[src/rtl/gray_onehot_counter_pkg.sv]
// Shared types and Gray-code helpers for the Gray/one-hot position counter.
// The helpers work on a fixed maximum width; callers zero-extend their
// W-bit values in and truncate the result back to W bits.
package gray_pkg;

  localparam int GRAY_W = 16;

  typedef enum logic {
    DIR_DOWN = 1'b0,
    DIR_UP   = 1'b1
  } dir_e;

  function automatic logic [GRAY_W-1:0] bin2gray(input logic [GRAY_W-1:0] b);
    return b ^ (b >> 1);
  endfunction

  function automatic logic [GRAY_W-1:0] gray2bin(input logic [GRAY_W-1:0] g);
    logic [GRAY_W-1:0] b;
    b[GRAY_W-1] = g[GRAY_W-1];
    for (int i = GRAY_W - 2; i >= 0; i--) begin
      b[i] = b[i+1] ^ g[i];
    end
    return b;
  endfunction

endpackage

[src/rtl/gray_onehot_counter_if.sv]
// Control and status bundle of the Gray/one-hot position counter.
// The master drives the count controls; the slave (the counter) drives
// the registered position views and the status pulses.
interface gray_onehot_counter_if #(
  parameter int MOD = 10
);
  localparam int W = $clog2(MOD);

  logic           en;
  logic           up;
  logic           load;
  logic [W-1:0]   load_val;
  logic [W-1:0]   pos;
  logic [W-1:0]   gray;
  logic [MOD-1:0] onehot;
  logic           wrap;
  logic           load_err;

  modport master (
    output en, up, load, load_val,
    input  pos, gray, onehot, wrap, load_err
  );

  modport slave (
    input  en, up, load, load_val,
    output pos, gray, onehot, wrap, load_err
  );

endinterface

[src/rtl/gray_onehot_counter_decode.sv]
// Combinational Gray -> one-hot position decoder for a modulo-MOD sequence.
// With MOD=10, REVERSE=1 it matches the legacy 4-bit Gray to 10-line decoder.
// Codes whose binary value is MOD or above produce an all-zero vector.
module gray_onehot_decode
  import gray_pkg::*;
#(
  parameter int MOD     = 10,
  parameter bit REVERSE = 1'b1
) (
  input  logic [$clog2(MOD)-1:0] gray,
  output logic [MOD-1:0]         onehot
);
  localparam int W = $clog2(MOD);

  logic [W-1:0] bin;

  assign bin = W'(gray2bin(GRAY_W'(gray)));

  // Drive the line of the decoded position; no line matches an out-of-range code.
  always_comb begin
    onehot = '0;
    for (int k = 0; k < MOD; k++) begin
      if ({1'b0, bin} == (W+1)'(k)) begin
        onehot[REVERSE ? (MOD - 1 - k) : k] = 1'b1;
      end
    end
  end

endmodule

[src/rtl/gray_onehot_counter.sv]
// Registered, loadable up/down modulo-MOD counter presenting its position
// as binary, reflected Gray and one-hot, with wrap and rejected-load pulses.
// The one-hot view is produced by decoding the next Gray code, so all three
// views are registered from the same next-state value and always agree.
module gray_onehot_counter
  import gray_pkg::*;
#(
  parameter int MOD     = 10,
  parameter bit REVERSE = 1'b1
) (
  input logic                clk,
  input logic                rst,
  gray_onehot_counter_if.slave bus
);
  localparam int             W          = $clog2(MOD);
  localparam logic [W-1:0]   MAX_POS    = W'(MOD - 1);
  localparam logic [W:0]     MOD_W      = (W+1)'(MOD);
  localparam logic [MOD-1:0] ONEHOT_RST = REVERSE ? (MOD'(1) << (MOD - 1)) : MOD'(1);

  dir_e           dir;
  logic [W-1:0]   pos_q, next_pos;
  logic [W-1:0]   gray_q, next_gray;
  logic [MOD-1:0] onehot_q, next_onehot;
  logic           wrap_q, next_wrap;
  logic           err_q, next_err;

  assign dir = dir_e'(bus.up);

  // Next position and status pulses; load beats count, count beats hold.
  always_comb begin
    // NOTE: every output of this block gets a default first, so no path can infer a latch.
    next_pos  = pos_q;
    next_wrap = 1'b0;
    next_err  = 1'b0;
    if (bus.load) begin
      if ({1'b0, bus.load_val} < MOD_W) begin
        next_pos = bus.load_val;
      end else begin
        next_err = 1'b1;
      end
    end else if (bus.en) begin
      if (dir == DIR_UP) begin
        if (pos_q == MAX_POS) begin
          next_pos  = '0;
          next_wrap = 1'b1;
        end else begin
          next_pos = pos_q + 1'b1;
        end
      end else begin
        if (pos_q == '0) begin
          next_pos  = MAX_POS;
          next_wrap = 1'b1;
        end else begin
          next_pos = pos_q - 1'b1;
        end
      end
    end
  end

  assign next_gray = W'(bin2gray(GRAY_W'(next_pos)));

  gray_onehot_decode #(
    .MOD     (MOD),
    .REVERSE (REVERSE)
  ) u_decode (
    .gray   (next_gray),
    .onehot (next_onehot)
  );

  // Register all views and pulses together; reset returns to position 0.
  always_ff @(posedge clk or posedge rst) begin
    if (rst) begin
      pos_q    <= '0;
      gray_q   <= '0;
      onehot_q <= ONEHOT_RST;
      wrap_q   <= 1'b0;
      err_q    <= 1'b0;
    end else begin
      // NOTE: non-blocking assignments so every register samples pre-edge values.
      pos_q    <= next_pos;
      gray_q   <= next_gray;
      onehot_q <= next_onehot;
      wrap_q   <= next_wrap;
      err_q    <= next_err;
    end
  end

  assign bus.pos      = pos_q;
  assign bus.gray     = gray_q;
  assign bus.onehot   = onehot_q;
  assign bus.wrap     = wrap_q;
  assign bus.load_err = err_q;

endmodule

[src/flat_wrapper.sv]
// flat-port wrapper written by rule: the top's interface ports become plain ports
module gray_onehot_counter_flat import gray_pkg::*;
#(
  parameter int MOD     = 10,
  parameter bit REVERSE = 1'b1
)
  (clk, rst, bus_en, bus_up, bus_load, bus_load_val, bus_pos, bus_gray, bus_onehot, bus_wrap, bus_load_err);
  gray_onehot_counter_if #(.MOD(MOD)) bus_i ();
  input logic clk;
  input logic rst;
  input wire logic [$bits(bus_i.en)-1:0] bus_en;
  input wire logic [$bits(bus_i.up)-1:0] bus_up;
  input wire logic [$bits(bus_i.load)-1:0] bus_load;
  input wire logic [$bits(bus_i.load_val)-1:0] bus_load_val;
  output wire logic [$bits(bus_i.pos)-1:0] bus_pos;
  output wire logic [$bits(bus_i.gray)-1:0] bus_gray;
  output wire logic [$bits(bus_i.onehot)-1:0] bus_onehot;
  output wire logic [$bits(bus_i.wrap)-1:0] bus_wrap;
  output wire logic [$bits(bus_i.load_err)-1:0] bus_load_err;
  assign bus_i.en = bus_en;
  assign bus_i.up = bus_up;
  assign bus_i.load = bus_load;
  assign bus_i.load_val = bus_load_val;
  assign bus_pos = bus_i.pos;
  assign bus_gray = bus_i.gray;
  assign bus_onehot = bus_i.onehot;
  assign bus_wrap = bus_i.wrap;
  assign bus_load_err = bus_i.load_err;
  gray_onehot_counter #(.MOD(MOD), .REVERSE(REVERSE)) u_core (.clk(clk), .rst(rst), .bus(bus_i));
endmodule
[config.mk]
export PLATFORM = sky130hd
export DESIGN_NAME = gray_onehot_counter_flat
export DESIGN_NICKNAME = d
export VERILOG_FILES = /design/src/rtl/gray_onehot_counter_pkg.sv /design/src/rtl/gray_onehot_counter_if.sv /design/src/rtl/gray_onehot_counter_decode.sv /design/src/rtl/gray_onehot_counter.sv /design/src/flat_wrapper.sv
export SDC_FILE = /design/constraint.sdc
export NUM_CORES = 1
export LEC_CHECK = 0
export ABC_AREA = 1
export CORE_UTILIZATION = 30
export CTS_CLUSTER_DIAMETER = 100
export DETAILED_ROUTE_END_ITERATION = 6
export GPL_TIMING_DRIVEN = 0
export SETUP_SLACK_MARGIN = 0.15
export SYNTH_ARGS = -nofsm -noshare
export SYNTH_HDL_FRONTEND = slang
export SYNTH_SLANG_ARGS = --single-unit
[constraint.sdc]
create_clock -name clk -period 2.6 [get_ports clk]
set_input_delay 0.26 -clock clk [delete_from_list [all_inputs] [get_ports clk]]
set_output_delay 0.26 -clock clk [all_outputs]
set_load 0.005 [all_outputs]
# == Word-level counts from Yosys, hierarchy flattened ==
# Index checks and enable logic that the tools add are counted.
# classes
bitwise,4
n_eq_ne,10
addsub,2
n_mux,23
reduce_logical,2
order_cmp,1
# op_table
cell,n
$mux W4,6
$mux W1,17
$eq A4 B3 Y1 const B,4
$eq A4 B4 Y1 const B,3
$eq A4 B2 Y1 const B,2
$logic_not A4 Y1,2
$add A4 B1 Y4 const B,1
$eq A4 B1 Y1 const B,1
$lt A4 B4 Y1 const B,1
$sub A4 B1 Y4 const B,1
$xor A4 B3 Y4,1
$xor A1 B1 Y1,3
# totals
elab_cells,47
out_inout_bits,20
regBits,20
input_bits,9

# == Depth between registers and ports, before layout ==
# Gate-level depths: netlist of run 1.
# depth
ltp_word,11
depth_mapped,18

# == Modules after synthesis ==
# From an unflattened synthesis of run 1, not the netlist that was laid out.
# unflattened
hier_cells,137
area_unflattened_um2,1059.8
# by_module_without_submodules
module,area_each_um2,n_inst,seq_area_each_um2,cells_each
gray_onehot_counter,919.6,1,476.7,108
gray_onehot_decode,140.1,1,0.0,29

# == Least setup slack after synthesis of run 1 ==
# OpenSTA, ideal clock, no wires.
# synth_path
kind,register to register
startpoint,reg u_core.pos_q[0] (netlist: u_core.bus.pos[0])
endpoint,reg u_core.onehot_q[4] (netlist: u_core.bus.onehot[4])
stages_incl_launch_ff,19
path_slack_ns,0.471
required_ns,2.482
t_arrival_ns,2.011
period_less_slack_ns,2.129
cell_sequence,dfrtp_1 inv_1 ha_1 inv_1 nor2_1 nand2_2 nand2_1 nor2_1 nand2_1 nand2_2 nand2_2 inv_1 ha_1 inv_1 nand3_1 nand2_1 nand2_2 nand3_2 nor2_1
# synth_between
elab_chain_len,11
# synth_rtl
element,line,text
from (decl),gray_onehot_counter.sv:21,"logic [W-1:0] pos_q, next_pos;"
from (signal assigned),gray_onehot_counter.sv:80,pos_q <= next_pos;
$sub A4 B1 Y4 (tied with other cells),gray_onehot_counter.sv:54,next_pos = pos_q - 1'b1;
"$mux W4, on equally long branches","gray_onehot_counter.sv:50, gray_onehot_counter.sv:43",
$mux W4 (*),gray_onehot_counter.sv:42,if (dir == DIR_UP) begin
$mux W4 (*),gray_onehot_counter.sv:41,end else if (bus.en) begin
$mux W4 (*),gray_onehot_counter.sv:35,if (bus.load) begin
$xor A4 B3 Y4 (*),gray_onehot_counter_pkg.sv:14,return b ^ (b >> 1);
via u_core.next_gray[3],gray_onehot_counter.sv:22,"logic [W-1:0] gray_q, next_gray;"
$xor A1 B1 Y1 (3 in series),gray_onehot_counter_pkg.sv:21,b[i] = b[i+1] ^ g[i];
$eq A4 B3 Y1 (*),gray_onehot_counter_decode.sv:23,"if ({1'b0, bin} == (W+1)'(k)) begin"
$mux W1 (*),gray_onehot_counter_decode.sv:23,
via u_core.next_onehot[4],gray_onehot_counter.sv:23,"logic [MOD-1:0] onehot_q, next_onehot;"
to (signal assigned),gray_onehot_counter.sv:82,onehot_q <= next_onehot;
to (decl),gray_onehot_counter.sv:23,
# The timed path passes the listed nets; every way through them passes the cells marked *.

# == Final worst setup path of run 1 ==
# layout_path
startpoint,reg u_core.pos_q[0] (netlist: u_core.bus.pos[0])
endpoint,reg u_core.onehot_q[8] (netlist: u_core.bus.onehot[8])
# layout_between
elab_chain_len,11
# layout_rtl
element,line
$sub A4 B1 Y4 (tied with other cells),gray_onehot_counter.sv:54
"$mux W4, on equally long branches","gray_onehot_counter.sv:50, gray_onehot_counter.sv:43"
$mux W4 (*),gray_onehot_counter.sv:42
$mux W4 (*),gray_onehot_counter.sv:41
$mux W4 (*),gray_onehot_counter.sv:35
via u_core.next_pos[2],gray_onehot_counter.sv:21
$xor A4 B3 Y4 (*),gray_onehot_counter_pkg.sv:14
via u_core.next_gray[2],gray_onehot_counter.sv:22
$xor A1 B1 Y1 (*),gray_onehot_counter_pkg.sv:21
$xor A1 B1 Y1 (2 in series),gray_onehot_counter_pkg.sv:21
$eq A4 B1 Y1 (*),gray_onehot_counter_decode.sv:23
$mux W1 (*),gray_onehot_counter_decode.sv:23
via u_core.next_onehot[8],gray_onehot_counter.sv:23
# Marked as above.

==> implementation parameters, run 1 <==
Parameter                              Value

Status
  Status ... finished, final reports clean

Timing
  Share of the cycle needed by the critical path after routing ... 0.875
  Clock Skews ... 0.00190 ns
  Least-Margin Pin Slew ... 0.669 ns
  Hold violation total from the final report ... 0
  Setup Viol. Count Final ... 0
  Tmin final ... 2.28 ns
  Maximum achievable frequency ... roughly 440 MHz
  RSZ-0062 raised after global routing ... no
  Final setup TNS ... 0 ns
  Max-slew violation total from the final report ... 0
  Relative slew margins ... 0.553

Floorplan
  Area of the core ... 3440 µm²
  Effective utilization at floorplan ... 0.325
  Die area ... 3980 µm²
  I/O pins ... 29
  Overall die height ... 63.1 µm
  Die span in x ... 63.1 µm
  Site row count ... 21

Drt
  DRT antenna net count ... 0
  Via-to-Cell Ratio ... between 4 and 5
  1st-pass router iterations ... 4
  Starting DRT DRC Count ... 23
  Drc violations ... 0
  Detailed-route wire length per cell ... 10.6 µm
  Final wirelength ... 2390 µm
  Vias ... 1053

Power and ir drop
  Highest ir drop seen on vdd ... 0.000194 V
  Overall power ... 0.946 mW
  Leakage power summed over all cells ... 0.774 nW
  Power density over the cells ... 598 nW/µm²

Finish
  Number of filler instances in the final layout ... about 350
  Area growth from synthesis to final layout ... 41.2%
  Most common library cell in the layout ignoring fill and taps ... clkdlybuf4s50_1
  Multi-input combinational cell area ... 571 µm²
  Sequential Area ... ~480 µm²
  Most frequent cells in the layout ... clkdlybuf4s50_1, nand2_1, inv_1
  # nets final ... 196
  Diode insertion count for antenna repair ... 0
  Ratio of cells with drive above 1 in the final layout ... 0.233

GRT
  First-pass GRT wire length ... 4060 µm
  Total Routing Usage GR ... 0.128
  Overall overflow remaining after global route ... 0
  Via count of the first global-routing pass ... 979
  Maximum number of pins on one net before global-route repair ... 20
  Initial antenna violation count ... 0

Logic synthesis
  Mapped Area ... 1120 µm²
  Yosys warning total ... 0
  FF+latch count, synth ... 19
  Sequential-to-total area share from yosys stat ... 0.426
  Ranking of synthesized cells by area ... dfrtp_1, nand2_1, ha_1
  Post-Syn Nets ... 157
  Post-synthesis cell type count ... 20
  Fraction of post-synthesis cell area in the top cell type by area ... 0.402
  Post-synthesis instance total ... 142
  Cell type with the largest total area after synthesis ... dfrtp_1
  Mapped Avg Cell Area ... 7.89 µm²

Setup path
  Critical register-to-register path endpoint ... u_core.bus.onehot[8]
  Max Fanout on Critical Path ... 7
  Worst Path Required ... approximately 2.7 ns
  Critical path capture point type ... flop
  Depth of the worst register-to-register path ... 16
  Setup slack, reg-to-reg ... 0.32 ns
  Launch instance of the worst register-to-register path ... u_core.bus.pos[0]
  Data arrival time of the worst path ... 2.41 ns
  Launching element type of the critical path ... flop
  Setup Crit Path Kind ... flop to flop

Place
  Half-perimeter wire length after placement ... roughly 1800 µm
  Port bufs ... 28
  Final weighted congestion in routability-driven placement ... 0.846

Clocking
  Clock Tree Root ... clkbuf_8
  Worst-skew pair later-pin latency ... 0.24 ns
  Level count of the clock H-tree ... 1
  Largest buffer count on any clock path ... 2
  Clock Sink Count ... 19
  Clock edge transition at the registers on the reported setup and hold paths ... 0.07 ns
  Number of clock buffers inserted by TritonCTS ... 3
  TritonCTS clock tree ... yes

Run
  Max-cap check violation count ... 0

Hold path
  Hold Crit Class ... input pin to async pin
per-stage QoR:
step | hold slack, ns | worst slack, ns | utilization | cells | cell area (µm²)
floorplan | 0.210 | 0.471 | - | 142 | 1120
finish | 0.422 | 0.324 | 0.459 | 226 | 1580
global placement | 0.682 | 0.140 | 0.423 | 216 | 1460
global route | 0.501 | 0.149 | 0.459 | 226 | 1580
detailed placement | 0.697 | 0.0806 | 0.423 | 216 | 1460
CTS | 0.437 | 0.186 | 0.437 | 220 | 1500
power breakdown:
part	switching (mW)	internal (mW)	total, mW
clock network	0.0864	0.106	0.192
registers	0.0232	0.339	0.362
logic	0.204	0.187	0.391
synthesized netlist by cell type (all sizes together):
cell / count
buf: 2
dfrtp: 18
o21ai: 8
nand2: 38
dfstp: 1
ha: 6
nand3: 20
a21oi: 5
nand4: 3
inv: 21
nor2: 20
state kept, by name (all words and copies together), names as in the netlist:
signal               flops
u_core.bus.load_err      1
u_core.bus.pos           4
u_core.bus.onehot       10
u_core.bus.wrap          1
u_core.bus.gray          3
critical path, cell delays in order (launching register included):
cell and delay (ns):
dfrtp_2 0.47, buf_4 0.16, ha_1 0.20, inv_1 0.05, nand2_1 0.04, nand3_1 0.07
nand4_1 0.10, nand2_1 0.13, nand2_2 0.09, inv_1 0.14, ha_4 0.23, inv_1 0.09
nand3_1 0.09, nand2_2 0.10, nand2_2 0.07, nand3_2 0.10, nor2_1 0.05
cell families (layout without fill, tap and decap cells):
kind of cell               Yosys count  count (layout)  share of synthesized area
buffers and inverters               23              61                     0.0894
and+or+nand+nor                     81              81                      0.356
adders and majority gates            6               6                     0.0670
DFF                                 19              19                      0.426
AOI/OAI and AO/OA                   13              13                     0.0614
layout make-up:
class                   count  share of cell area
flip-flops and latches     19               0.303
repair buffers             34               0.206
multi-input cells         100               0.361
clock buffers               3              0.0261
clock inverters             1             0.00316
inverters                  21              0.0530
well taps                  46              0.0364
plain buffers               2              0.0119
how the worst max path moves through the flow:
stage	from	endpoint	slack, ns	cells past startpoint
floorplan	u_core.bus.pos[0]	u_core.bus.onehot[4]	0.47	18
global placement	bus_up	u_core.bus.onehot[5]	0.14	13
detailed placement	bus_up	u_core.bus.onehot[5]	0.08	13
CTS	u_core.bus.pos[0]	u_core.bus.onehot[5]	0.19	18
global route	u_core.bus.pos[0]	u_core.bus.onehot[1]	0.15	16
finish	u_core.bus.pos[0]	u_core.bus.onehot[8]	0.32	16
metal layers:
layer	vias to the layer above	global-route usage	wire length (µm)	share of wire
li1	521	-	-	-
met1	495	0.165	1090	0.46
met2	33	0.214	1150	0.48
met3	4	0.0199	108	0.045
met4	0	0.0523	38	0.016
met5	-	0	0	0
timing repair:
| action | 4_1_cts | 5_1_grt |
|---|---|---|
| endpoints found under the setup margin | 8 | 10 |
| hold buffers | 0 | 0 |
| gates resized for setup | 1 | 9 |
| setup buffers | 0 | 6 |
(Power assumes the default switching activity.)
==> run 2, diff against run 1 <==
--- a/config.mk
+++ b/config.mk
@@ -11,6 +11,7 @@
 export DETAILED_ROUTE_END_ITERATION = 6
 export GPL_TIMING_DRIVEN = 0
 export SETUP_SLACK_MARGIN = 0.15
+export SLEW_MARGIN = 20
 export SYNTH_ARGS = -nofsm -noshare
 export SYNTH_HDL_FRONTEND = slang
 export SYNTH_SLANG_ARGS = --single-unit
==> results of run 2 <==
Same layout as run 1: the final DEF is identical, and so are final timing and power.
==> run 3, diff against run 2 <==
--- a/config.mk
+++ b/config.mk
@@ -11,7 +11,7 @@
 export DETAILED_ROUTE_END_ITERATION = 6
 export GPL_TIMING_DRIVEN = 0
 export SETUP_SLACK_MARGIN = 0.15
-export SLEW_MARGIN = 20
+export SLEW_MARGIN = 25
 export SYNTH_ARGS = -nofsm -noshare
 export SYNTH_HDL_FRONTEND = slang
 export SYNTH_SLANG_ARGS = --single-unit
==> results of run 3 <==
Same layout as run 1: the final DEF is identical, and so are final timing and power.
